$ cat src/rtl/dmem_pkg.sv
// Shared types and constants for the dual-pipe data memory port arbiter.
package dmem_pkg;

   localparam int unsigned MEM_IDX_W = 5;
   localparam int unsigned WORD_W    = 32;
   localparam int unsigned HALF_W    = 16;

   localparam logic [1:0] BE_HI  = 2'b10;
   localparam logic [1:0] BE_LO  = 2'b01;
   localparam logic [1:0] BE_ALL = 2'b11;

   typedef enum logic {RSP_IDLE, RSP_WAIT} rsp_state_e;

   // Select the halfword owned by a pipe: hi=1 picks [31:16], hi=0 picks [15:0].
   function automatic logic [HALF_W-1:0] pick_half(input logic [WORD_W-1:0] word,
                                                   input logic              hi);
      return hi ? word[WORD_W-1:HALF_W] : word[HALF_W-1:0];
   endfunction

endpackage

$ cat src/rtl/dmem_rsp_tracker.sv
// Per-pipe read response tracker: flags the cycle after a read grant and holds the
// last returned halfword between responses.
module dmem_rsp_tracker
   import dmem_pkg::*;
#(
   parameter bit HALF = 1'b1  // 1: upper halfword [31:16], 0: lower halfword [15:0]
) (
   input  logic              clock_i,
   input  logic              reset_i,
   input  logic              rd_gnt_i,
   input  logic [WORD_W-1:0] mem_rdata_i,
   output logic              rvalid_o,
   output logic [HALF_W-1:0] rdata_o
);

   rsp_state_e        state_q;
   logic [HALF_W-1:0] rdata_q;
   logic [HALF_W-1:0] mem_half;

   assign mem_half = pick_half(mem_rdata_i, HALF);

   // Response FSM: WAIT marks the cycle the memory returns data; latch it for later hold.
   always_ff @(posedge clock_i) begin
      if (reset_i) begin
         state_q <= RSP_IDLE;
         rdata_q <= '0;
      end else begin
         unique case (state_q)
            RSP_IDLE: state_q <= rd_gnt_i ? RSP_WAIT : RSP_IDLE;
            RSP_WAIT: begin
               rdata_q <= mem_half;
               state_q <= rd_gnt_i ? RSP_WAIT : RSP_IDLE;
            end
         endcase
      end
   end

   // Memory data passes straight through in the WAIT cycle; a reset cycle drops the response.
   always_comb begin
      rvalid_o = 1'b0;
      rdata_o  = '0;
      if (!reset_i) begin
         rvalid_o = (state_q == RSP_WAIT);
         rdata_o  = rvalid_o ? mem_half : rdata_q;
      end
   end

endmodule

$ cat src/rtl/dmem_port_arbiter.sv
// Two-pipe arbiter for a single-port 32x32 data memory. Pipe 0 owns the upper
// halfword, pipe 1 the lower. Compatible requests merge into one access; others
// are served round-robin with a one-cycle worst-case wait.
module dmem_port_arbiter
   import dmem_pkg::*;
#(
   parameter int unsigned ADDR_W = 32,
   parameter int unsigned IDX_W  = MEM_IDX_W,
   parameter int unsigned CNT_W  = 16
) (
   input  logic              clock_i,
   input  logic              reset_i,
   input  logic              req0_i,
   input  logic              req1_i,
   input  logic              we0_i,
   input  logic              we1_i,
   input  logic [ADDR_W-1:0] addr0_i,
   input  logic [ADDR_W-1:0] addr1_i,
   input  logic [HALF_W-1:0] wdata0_i,
   input  logic [HALF_W-1:0] wdata1_i,
   output logic              gnt0_o,
   output logic              gnt1_o,
   output logic              stall0_o,
   output logic              stall1_o,
   output logic              rvalid0_o,
   output logic              rvalid1_o,
   output logic [HALF_W-1:0] rdata0_o,
   output logic [HALF_W-1:0] rdata1_o,
   output logic              mem_en_o,
   output logic              mem_we_o,
   output logic [1:0]        mem_be_o,
   output logic [IDX_W-1:0]  mem_idx_o,
   output logic [WORD_W-1:0] mem_wdata_o,
   input  logic [WORD_W-1:0] mem_rdata_i,
   output logic [CNT_W-1:0]  conflicts_o
);

   logic [IDX_W-1:0] idx0, idx1;
   logic             both_req, merge, conflict;
   logic             gnt0, gnt1;
   logic             prio_q, prio_d;
   logic [CNT_W-1:0] cnt_q, cnt_d;
   logic             unused_addr_hi;

   assign idx0 = addr0_i[IDX_W-1:0];
   assign idx1 = addr1_i[IDX_W-1:0];

   // Address bits above the word index are ignored by design.
   assign unused_addr_hi = ^{addr0_i[ADDR_W-1:IDX_W], addr1_i[ADDR_W-1:IDX_W]};

   // Arbitration: merge same-word same-direction pairs, else prio wins; nothing during reset.
   always_comb begin
      both_req = req0_i & req1_i;
      merge    = both_req && (idx0 == idx1) && (we0_i == we1_i);
      conflict = both_req & ~merge & ~reset_i;
      gnt0     = 1'b0;
      gnt1     = 1'b0;
      if (!reset_i) begin
         if (merge) begin
            gnt0 = 1'b1;
            gnt1 = 1'b1;
         end else if (both_req) begin
            gnt0 = ~prio_q;
            gnt1 = prio_q;
         end else begin
            gnt0 = req0_i;
            gnt1 = req1_i;
         end
      end
   end

   // Memory command for the granted access; each pipe's data lands in its own halfword.
   always_comb begin
      mem_be_o = 2'b00;
      if (gnt0 && gnt1) begin
         mem_be_o = BE_ALL;
      end else if (gnt0) begin
         mem_be_o = BE_HI;
      end else if (gnt1) begin
         mem_be_o = BE_LO;
      end
      mem_en_o    = gnt0 | gnt1;
      mem_we_o    = gnt0 ? we0_i : (gnt1 & we1_i);
      mem_idx_o   = gnt0 ? idx0 : (gnt1 ? idx1 : '0);
      mem_wdata_o = {wdata0_i & {HALF_W{gnt0}}, wdata1_i & {HALF_W{gnt1}}};
   end

   assign gnt0_o      = gnt0;
   assign gnt1_o      = gnt1;
   assign stall0_o    = req0_i & ~gnt0 & ~reset_i;
   assign stall1_o    = req1_i & ~gnt1 & ~reset_i;
   assign conflicts_o = reset_i ? '0 : cnt_q;

   // Next-state: loser of a conflict gets priority next; conflict counter saturates.
   always_comb begin
      prio_d = prio_q;
      cnt_d  = cnt_q;
      if (conflict) begin
         prio_d = gnt0;
         if (cnt_q != '1) begin
            cnt_d = cnt_q + CNT_W'(1);
         end
      end
   end

   // Arbiter state registers.
   always_ff @(posedge clock_i) begin
      if (reset_i) begin
         prio_q <= 1'b0;
         cnt_q  <= '0;
      end else begin
         prio_q <= prio_d;
         cnt_q  <= cnt_d;
      end
   end

   dmem_rsp_tracker #(
      .HALF(1'b1)
   ) u_rsp0 (
      .clock_i     (clock_i),
      .reset_i     (reset_i),
      .rd_gnt_i    (gnt0 & ~we0_i),
      .mem_rdata_i (mem_rdata_i),
      .rvalid_o    (rvalid0_o),
      .rdata_o     (rdata0_o)
   );

   dmem_rsp_tracker #(
      .HALF(1'b0)
   ) u_rsp1 (
      .clock_i     (clock_i),
      .reset_i     (reset_i),
      .rd_gnt_i    (gnt1 & ~we1_i),
      .mem_rdata_i (mem_rdata_i),
      .rvalid_o    (rvalid1_o),
      .rdata_o     (rdata1_o)
   );

endmodule

$ cat config.mk
export PLATFORM = sky130hd
export DESIGN_NAME = dmem_port_arbiter
export DESIGN_NICKNAME = d
export VERILOG_FILES = /design/src/rtl/dmem_pkg.sv /design/src/rtl/dmem_rsp_tracker.sv /design/src/rtl/dmem_port_arbiter.sv
export SDC_FILE = /design/constraint.sdc
export NUM_CORES = 1
export LEC_CHECK = 0
export ABC_AREA = 1
export CAP_MARGIN = 20
export CORE_AREA = 2 2 97 99
export CTS_BUF_LIST = sky130_fd_sc_hd__clkbuf_16
export DETAILED_ROUTE_END_ITERATION = 10
export DIE_AREA = 0 0 99 101
export GPL_ROUTABILITY_DRIVEN = 0
export PLACE_DENSITY = 0.8
export SETUP_SLACK_MARGIN = 0.1
export SYNTH_ARGS = -nofsm -noshare
export SYNTH_HDL_FRONTEND = slang
export SYNTH_SLANG_ARGS = --single-unit
$ cat constraint.sdc
create_clock -name clock_i -period 2.06 [get_ports clock_i]
set_input_delay 0.309 -clock clock_i [delete_from_list [all_inputs] [get_ports clock_i]]
set_output_delay 0.309 -clock clock_i [all_outputs]
set_load 0.03 [all_outputs]
==> results.cfg, run 1 <==
[detailed_routing]
drc = 0
vias_per_cell = 4.581
first_iter_violations = 84
ant_nets = 0
routed_wl_um = 9721
vias = 3619
dr.pass1.iters = 4
routedWlPerCell_um = 12.31

[floorplan]
dieArea_um2 = 9999
ios = 229
core_area_um2 = 8977
die_w_um = 99
dieHeight_um = 101
rows = 35
start_util = 0.3289

[cts]
clk_path_buf_depth = 2
cts_tree = yes
cts_buffers = 5
clk_pin_slew_ns = 0.06
root_buffer = clkbuf_16
h-tree-depth = 2
clock_sinks = 51
clock_latency_ns = 0.28

[final_layout]
layout-drive-gt1-share = 0.2887
n_fill_cell = 866
area_growth_pct = 67.54
fin_cells = 790
nets = 815
diodes = 0
stdcell_area_um2 = 4947

[grt]
grt_usage = 0.1887
grt_max_degree = 29
antenna_found_initial = 0
grt_pass1_vias = 3486
grt_overflow_total = 0
grt_pass1_wl_um = 15700

[placed_design]
io_buffer_count = 174
hpwl_um = 7723
dp_slack_ns = -0.3097
dp_cells = 774
placed_area_um2 = 4716

[power_and_ir_drop]
p_leak_nw = 2.484
p_sw_frac = 0.2853
peakVddDrop_v = 0.0003732
combPwrFrac = 0.261
seq_power_share = 0.421
p_sw_w = 0.0006960
power_density_nw_per_um2 = 493.1
clockPowerShare = 0.318
p_int_w = 0.001743

[sta]
fin_worst_skew_ns = 0.008416
worstMarginPinSlew_ns = 0.3177
period_minus_slack_ns = 1.904
maxSlewViolCount = 0
rsz0062_at_grt = true
timing.slew.headroom = 0.7873
hold-worst-slack_ns = 0.3365
hold_viol = 0
setup_viol = 0
fmax_ghz = 0.5252
worst_slack_ns = 0.1560
fin_crit_sh = 0.9243

[synthesis]
syn_avg_cell_area_um2 = 6.165
syn_nets = 614
yosys_warnings = 0
netlist_area_um2 = 2953
yosys.area.top_type = dfxtp_1
synth_area_leaders = dfxtp_1, nor2_1, nand2_1
ys_ff_latch = 51
synth_top_area_frac = 0.3458
netlist-cell-type-count = 29
ys_seq_area_frac = 0.3458
postSynthCellCount = 479

[setup_path]
worstSetupStartpointType = primary input
critPathCaptureType = output pin
worstPathArrival_ns = 1.59
path_max_fanout = 4
cp.required_ns = 1.75
setup.worst_path.class = primary input to output pin

[status]
outcome = completed

[job]
max_cap_viol_count = 0

[min_path]
hp-class = primary input to flop
-- synthesized netlist by cell type, drive strengths merged --
cell    count
o211ai      1
and2        1
nand4       7
a21oi      17
nor2      145
dfxtp      51
clkbuf      9
clkinv      2
nand3      27
ha          1
o21bai      1
xor2        6
inv        74
buf        10
o21ai      39
nor3        3
nand2      85
-- power groups by stage --
stage / sequential (W) / combinational [W] / clock [W]
2_1_floorplan: 0.00105 / 0.000300 / 0
3_3_place_gp: 0.00105 / 0.000618 / 0
3_5_place_dp: 0.00105 / 0.000626 / 0
4_1_cts: 0.00103 / 0.000636 / 0.000806
5_1_grt: 0.00103 / 0.000683 / 0.000837
6_report: 0.00103 / 0.000636 / 0.000777
-- critical path, stage by stage --
cell and delay, ns:
clkdlybuf4s15_1 0.20, inv_1 0.09, nand2_1 0.06, nand2_1 0.06, nand3_1 0.09, nor2_2 0.15
nand2_2 0.12, nand2_4 0.13, buf_6 0.13, nand2_1 0.05, nand2_1 0.08, buf_6 0.13
-- metrics by stage --
| stage | total power, W | setup TNS, ns | util |
|---|---|---|---|
| after CTS | 0.002467 | 0 | 0.5493 |
| after global placement | 0.001664 | -8.256 | 0.5253 |
| after floorplan | 0.001346 | 0 | - |
| after detailed placement | 0.001674 | -9.187 | 0.5253 |
| after global routing | 0.002548 | 0 | 0.5511 |
| final | 0.002439 | 0 | 0.5511 |
-- flip-flops by register name (all words and copies together), names as in the netlist --
signal	flops
cnt_q	16
u_rsp0.rdata_q	16
u_rsp1.rdata_q	16
prio_q	1
u_rsp0.state_q	1
u_rsp1.state_q	1
-- logic make-up after synthesis --
logic type               count (synthesis)  synth area share
AND/OR/NAND/NOR                        268            0.3886
AO/OA/AOI/OAI                           58            0.1089
adder cells (fa/ha/maj)                  1          0.004237
flip-flops                              51            0.3458
buffers and inverters                   95            0.1347
XOR/XNOR                                 6           0.01780
-- layout by cell type (no fill, tap or decap), types with 7 or more instances in the layout --
master	synthesis	routed
clkbuf_2	0	9
o21ai_0	39	35
clkdlybuf4s50_1	0	64
dfxtp_1	51	51
buf_4	2	128
nand3_1	25	25
a21oi_1	10	10
nor2_1	131	128
a21oi_2	7	7
nand4_1	7	7
inv_1	70	66
nor2_2	13	15
nand2_1	80	79
-- timing repair --
| action | CTS | global route |
|---|---|---|
| pin swaps | 6 | 8 |
| gates resized for setup | 44 | 26 |
| endpoints found under the setup margin | 65 | 69 |
| hold buffers | 0 | 0 |
| setup buffers | 6 | 4 |
-- layout make-up --
cell class / count / area (µm²) / area share
sequential: 51 / 1021 / 0.2064
tap: 111 / 138.9 / 0.02807
timing repair buffer: 213 / 1778 / 0.3594
multi-input combinational: 333 / 1567 / 0.3166
clock buffer: 5 / 125.1 / 0.02529
inverter: 76 / 310.3 / 0.06272
clock inverter: 1 / 7.507 / 0.001517
-- path summary, 6_finish.rpt --
check	from	end	slack [ns]	cells past startpoint
worst max-delay path	addr1_i[0]	mem_idx_o[4]	0.16	12
worst min-delay path	we0_i	u_rsp0.state_q	0.34	3
worst max register to register	cnt_q[1]	cnt_q[8]	0.40	9
worst min register to register	cnt_q[4]	cnt_q[4]	0.50	2
-- routing by layer --
| layer | vias up | global-route usage | wire length, µm |
|---|---|---|---|
| met5 | - | 0 | 0 |
| met4 | 0 | 0.03793 | 34 |
| met3 | 2 | 0.06311 | 960 |
| met2 | 140 | 0.3264 | 4583 |
| met1 | 1617 | 0.2295 | 4143 |
| li1 | 1860 | - | - |
Note: power is estimated with default switching activity, not from simulation.
==> run 2, diff against run 1 <==
--- a/config.mk
+++ b/config.mk
@@ -8,10 +8,10 @@
 export ABC_AREA = 1
 export CAP_MARGIN = 20
-export CORE_AREA = 2 2 97 99
+export CORE_AREA = 2 2 93 95
 export CTS_BUF_LIST = sky130_fd_sc_hd__clkbuf_16
 export DETAILED_ROUTE_END_ITERATION = 10
-export DIE_AREA = 0 0 99 101
+export DIE_AREA = 0 0 95 97
 export GPL_ROUTABILITY_DRIVEN = 0
-export PLACE_DENSITY = 0.8
+export PLACE_DENSITY = 0.86
 export SETUP_SLACK_MARGIN = 0.1
 export SYNTH_ARGS = -nofsm -noshare
==> constraint.sdc (replaced) <==
create_clock -name clock_i -period 2.2 [get_ports clock_i]
set_input_delay 0.44 -clock clock_i [delete_from_list [all_inputs] [get_ports clock_i]]
set_output_delay 0.44 -clock clock_i [all_outputs]
set_load 0.03 [all_outputs]
==> run 2 against run 1 <==
Final cell count increased by 1.6%; critical path depth decreased by 4; die area decreased by 7.8%; first-iteration DRC count increased by 94%; wire length increased by 22%; sequential share of layout area decreased by 2.9 points; worst setup slack got worse by 0.13 ns.
==> results.cfg, run 2 (synthesized netlist as in run 1, its figures left out) <==
[status]
outcome = completed

[power_and_ir_drop]
power_density_nw_per_um2 = 442.0
peakVddDrop_v = 0.0003700
p_leak_nw = 2.733

[detailed_routing]
vias = 3830
drc = 0
vias_per_cell = 4.770
dr.pass1.iters = 5
met1_length_um = 4737
routedWlPerCell_um = 14.73
first_iter_violations = 163
routed_wl_um = 11830
met2WireLength_um = 5766
routed.top_layer = met4
ant_nets = 0
wl_met3_um = 1010

[setup_path]
crit_chain = dlygate4sd2_1 > inv_2 > o211ai_1 > buf_4 > nor2_1 > nand2_2 > o21ai_4 > buf_6
path_max_fanout = 5
worstSetupStartpointType = primary input
crit_buf_inv = 4
rr_startpoint = cnt_q[0]
setup.worst_path.class = primary input to output pin
crit_slowest_cell = dlygate4sd2_1
cp.required_ns = 1.76
critPathTopFamily = buffers and inverters
worstReg2RegEnd = cnt_q[1]
worstPathArrival_ns = 1.73
worstRegToRegCells = 9
rrSetupSlack_ns = 0.48
critical-path-max-stage-delay_ns = 0.28
critPathCaptureType = output pin

[sta]
period_minus_slack_ns = 2.171
fin_crit_sh = 0.9869
hold-worst-slack_ns = 0.5123
fmax_ghz = 0.4606
worstMarginPinSlew_ns = 0.4617
hold_viol = 0
worst_slack_ns = 0.02877
setup_viol = 0
fin_worst_skew_ns = 0.003944
rsz0062_at_grt = true
maxSlewViolCount = 0
timing.slew.headroom = 0.6908

[floorplan]
ios = 229
start_util = 0.3630
core_area_um2 = 8134
dieHeight_um = 97
die_w_um = 95
rows = 33
dieArea_um2 = 9215

[cts]
clock_sinks = 51
h-tree-depth = 2
ctsHoldBuffers = 0
clk_path_buf_depth = 2
clk_pin_slew_ns = 0.07
cts_buffers = 5
cts_tree = yes
clock_latency_ns = 0.29
root_buffer = clkbuf_16

[final_layout]
mostFrequentLayoutCell = nor2_1
nets = 832
top_regs = cnt_q (16), u_rsp0.rdata_q (16), u_rsp1.rdata_q (16)
multi_input_comb_area_um2 = 1917
area_growth_pct = 95.34
layout-drive-gt1-share = 0.3854
diodes = 0
seqCellArea_um2 = 1021
n_fill_cell = 602
layout_common_cells = nor2_1, buf_4, clkdlybuf4s50_1, nand2_1, inv_1

[grt]
grt_pass1_vias = 3784
grt_pass1_wl_um = 17420
antenna_found_initial = 0
grt_max_degree = 37
grt_usage = 0.2322
grt_overflow_total = 0

[min_path]
hold_depth = 2
hp-class = flop to flop
hp-start = cnt_q[0]
hold_end = cnt_q[0]

[placed_design]
io_buffer_count = 174
hpwl_um = 7839
dp_slack_ns = -0.4262

[job]
max_cap_viol_count = 0
## run 2: cell count changes in the layout (fill, tap and decap cells not counted), moves of 9 or more
cell	before	now
clkbuf_2	9	0
nor2_1	128	105
nor2_4	2	33
buf_4	128	98
nand2_2	4	15
buf_6	4	45
nand2_1	79	61
inv_1	66	55
## run 2: repair_timing
item | CTS | global route
gates resized for setup | 143 | 83
pin swaps | 13 | 20
setup buffers | 12 | 6
hold endpoints to repair | 0 | 0
gates cloned | 2 | 0
endpoints found under the setup margin | 85 | 51
## run 2: how the worst max path moves through the flow
stage                            endpoint  startpoint  depth (start not counted)
final                        mem_idx_o[3]     reset_i                          8
after global routing         mem_idx_o[3]      req0_i                         14
after CTS                  mem_wdata_o[9]       we1_i                         13
after detailed placement  mem_wdata_o[26]       we1_i                         13
after global placement    mem_wdata_o[28]       we1_i                         13
after floorplan              mem_idx_o[0]      req0_i                         10
## run 2: worst min-delay path: stages, from the launching register on
cell and delay [ns]:
dfxtp_1 0.34, nand2_1 0.07, a21oi_1 0.05
## run 2: report_power, final
| group | switching [W] | internal (W) | leakage (nW) |
|---|---|---|---|
| Clock | 0.000378 | 0.000435 | 0.0723 |
| Sequential | 0.00000867 | 0.000952 | 0.414 |
| Combinational | 0.000411 | 0.000365 | 2.25 |
## run 2: layout make-up
type	instances	area share
repair buffers	230	0.3861
multi-input cells	333	0.3323
flip-flops and latches	51	0.1770
inverters	76	0.05531
well taps	105	0.02278
clock buffers	5	0.02169
clock inverters	3	0.004772
## run 2: metrics by stage
stage	std cells	power (W)	cell area [µm²]	TNS, ns	util
2_1_floorplan	479	0.001279	3058	-0.4295	-
3_3_place_gp	775	0.001600	4946	-17.10	0.6081
3_5_place_dp	775	0.001608	4946	-18.85	0.6081
4_1_cts	797	0.002467	5418	0	0.6661
5_1_grt	803	0.002636	5768	-0.06632	0.7091
6_report	803	0.002550	5768	0	0.7091
## run 2: routing by layer
| layer | track usage | vias up |
|---|---|---|
| li1 | - | 1900 |
| met1 | 0.2949 | 1720 |
| met2 | 0.3906 | 186 |
| met3 | 0.06075 | 24 |
| met4 | 0.05240 | 0 |
| met5 | 0 | - |
==> run 3, diff against run 2 <==
CAP_MARGIN = unset   (was 20)
PLACE_DENSITY = 0.92   (was 0.86)
==> run 3 against run 2 <==
The flow now finishes with violations (negative setup slack); clock-buffer cell count stayed put; first-iteration DRC count is 87% higher; die area stayed put; clock power is 2% lower; utilization is 1.8 points lower; combinational power is 3.1% lower; final cell count is 0.25% higher; maximum frequency is 2.1% lower; critical path type unchanged; largest power group unchanged.
==> results.cfg, run 3 (synthesized netlist as in run 1, its figures left out) <==
[status]
outcome = finished, violations left
violations = negative setup slack

[cts]
ctsHoldBuffers = 0
root_buffer = clkbuf_16
clk_path_buf_depth = 2
cts_tree = yes
cts_buffers = 5
clock_sinks = 51
clk_pin_slew_ns = 0.07
h-tree-depth = 2
clock_latency_ns = 0.30

[detailed_routing]
vias_per_cell = 5.129
ant_nets = 0
routedWlPerCell_um = 16.14
drc = 0
routed_wl_um = 12990
first_iter_violations = 305
dr.pass1.iters = 5
vias = 4129

[sta]
maxSlewViolCount = 0
fmax_ghz = 0.4508
setup_viol = 3
fin_crit_sh = 1.008
period_minus_slack_ns = 2.218
fin_worst_skew_ns = 0.004153
worstMarginPinSlew_ns = 0.3853
rsz0062_at_grt = true
hold_viol = 0
worst_slack_ns = -0.01810
timing.slew.headroom = 0.7420

[setup_path]
critPathCaptureType = output pin
path_max_fanout = 3
worstPathArrival_ns = 1.78
cp.required_ns = 1.76
worstSetupStartpointType = primary input
worstRegToRegCells = 9
setup.worst_path.class = primary input to output pin

[floorplan]
rows = 33
dieArea_um2 = 9215
ios = 229
die_w_um = 95
core_area_um2 = 8134
dieHeight_um = 97
start_util = 0.3630

[grt]
grt_usage = 0.2514
antenna_found_initial = 0
grt_max_degree = 31
grt_overflow_total = 0
grt_pass1_vias = 3927
grt_pass1_wl_um = 18340

[final_layout]
mostFrequentLayoutCell = nor2_1
diodes = 0
layout_common_cells = nor2_1, buf_4, nand2_1, clkdlybuf4s50_1, inv_1
n_fill_cell = 622
nets = 834
stdcell_area_um2 = 5622
top_regs = cnt_q (16), u_rsp0.rdata_q (16), u_rsp1.rdata_q (16)
multi_input_comb_area_um2 = 1813
seqCellArea_um2 = 1021
area_growth_pct = 90.38
layout-drive-gt1-share = 0.3671

[power_and_ir_drop]
p_leak_nw = 2.680
power_density_nw_per_um2 = 446.8
finalPower_w = 0.002512
peakVddDrop_v = 0.0003187

[min_path]
hp-class = primary input to flop
hold_depth = 3

[placed_design]
hpwl_um = 8673
io_buffer_count = 174
placed_area_um2 = 4991

[job]
max_cap_viol_count = 0
-- run 3: cell count changes in the layout (fill, tap and decap cells not counted), sizes merged --
cell | before | now
clkinv | 3 | 1
dlygate4sd2 | 9 | 7
inv | 74 | 77
buf | 157 | 159
clkdlybuf4s15 | 0 | 1
-- run 3: worst max-delay path: stages --
cell	delay [ns]
buf_8	0.11
nand2_2	0.08
nand2_2	0.08
nor2_2	0.16
nand2_2	0.09
nor2_4	0.12
nand2_4	0.10
nand2_4	0.09
buf_6	0.11
buf_6	0.09
nand3_2	0.08
nand2_2	0.09
buf_6	0.13
-- run 3: what timing repair did --
item / 4_1_cts / 5_1_grt
endpoints found under the setup margin: 89 / 51
buffers inserted: 13 / 4
gates resized for setup: 143 / 34
endpoints found under the hold margin: 0 / 0
cloned: 2 / 0
pin swaps: 16 / 13
-- run 3: layout make-up --
| type | count | share of cell area |
|---|---|---|
| clock buffers | 5 | 0.02226 |
| clock inverters | 3 | 0.004451 |
| inverters | 76 | 0.05408 |
| multi-input cells | 333 | 0.3225 |
| flip-flops and latches | 51 | 0.1816 |
| well taps | 105 | 0.02337 |
| repair buffers | 231 | 0.3906 |
| repair inverters | 1 | 0.001113 |
-- run 3: routing by layer --
metal / share of wire / vias to the layer above / GRT usage
met3: 0.13 / 61 / 0.08956
met4: 0.042 / 0 / 0.07804
met2: 0.46 / 302 / 0.4021
li1: - / 1901 / -
met5: 0 / - / 0
met1: 0.36 / 1865 / 0.3137
-- run 3: through the flow --
stage,TNS [ns],setup slack (ns),cells,hold WS [ns],util
2_1_floorplan,-0.4295,-0.1074,479,0.4654,-
3_3_place_gp,-18.30,-0.4073,778,0.4789,0.6136
5_1_grt,-0.1103,-0.05508,805,0.4221,0.6911
6_report,-0.02114,-0.01810,805,0.4200,0.6911
3_5_place_dp,-20.75,-0.4359,778,0.4909,0.6136
4_1_cts,0,0.1057,801,0.4181,0.6721
-- run 3: worst paths after layout --
kind / startpoint / to / slack, ns
worst max-delay path: we1_i / mem_idx_o[4] / -0.02
worst min-delay path: we0_i / u_rsp0.state_q / 0.42
worst max register to register: cnt_q[1] / cnt_q[11] / 0.30
worst min register to register: cnt_q[0] / cnt_q[0] / 0.52
-- run 3: power breakdown --
group	internal [W]	switching (W)	leakage [nW]	total (W)
Sequential	0.000952	0.00000886	0.414	0.000961
Clock	0.000430	0.000369	0.0708	0.000799
Combinational	0.000344	0.000409	2.19	0.000752
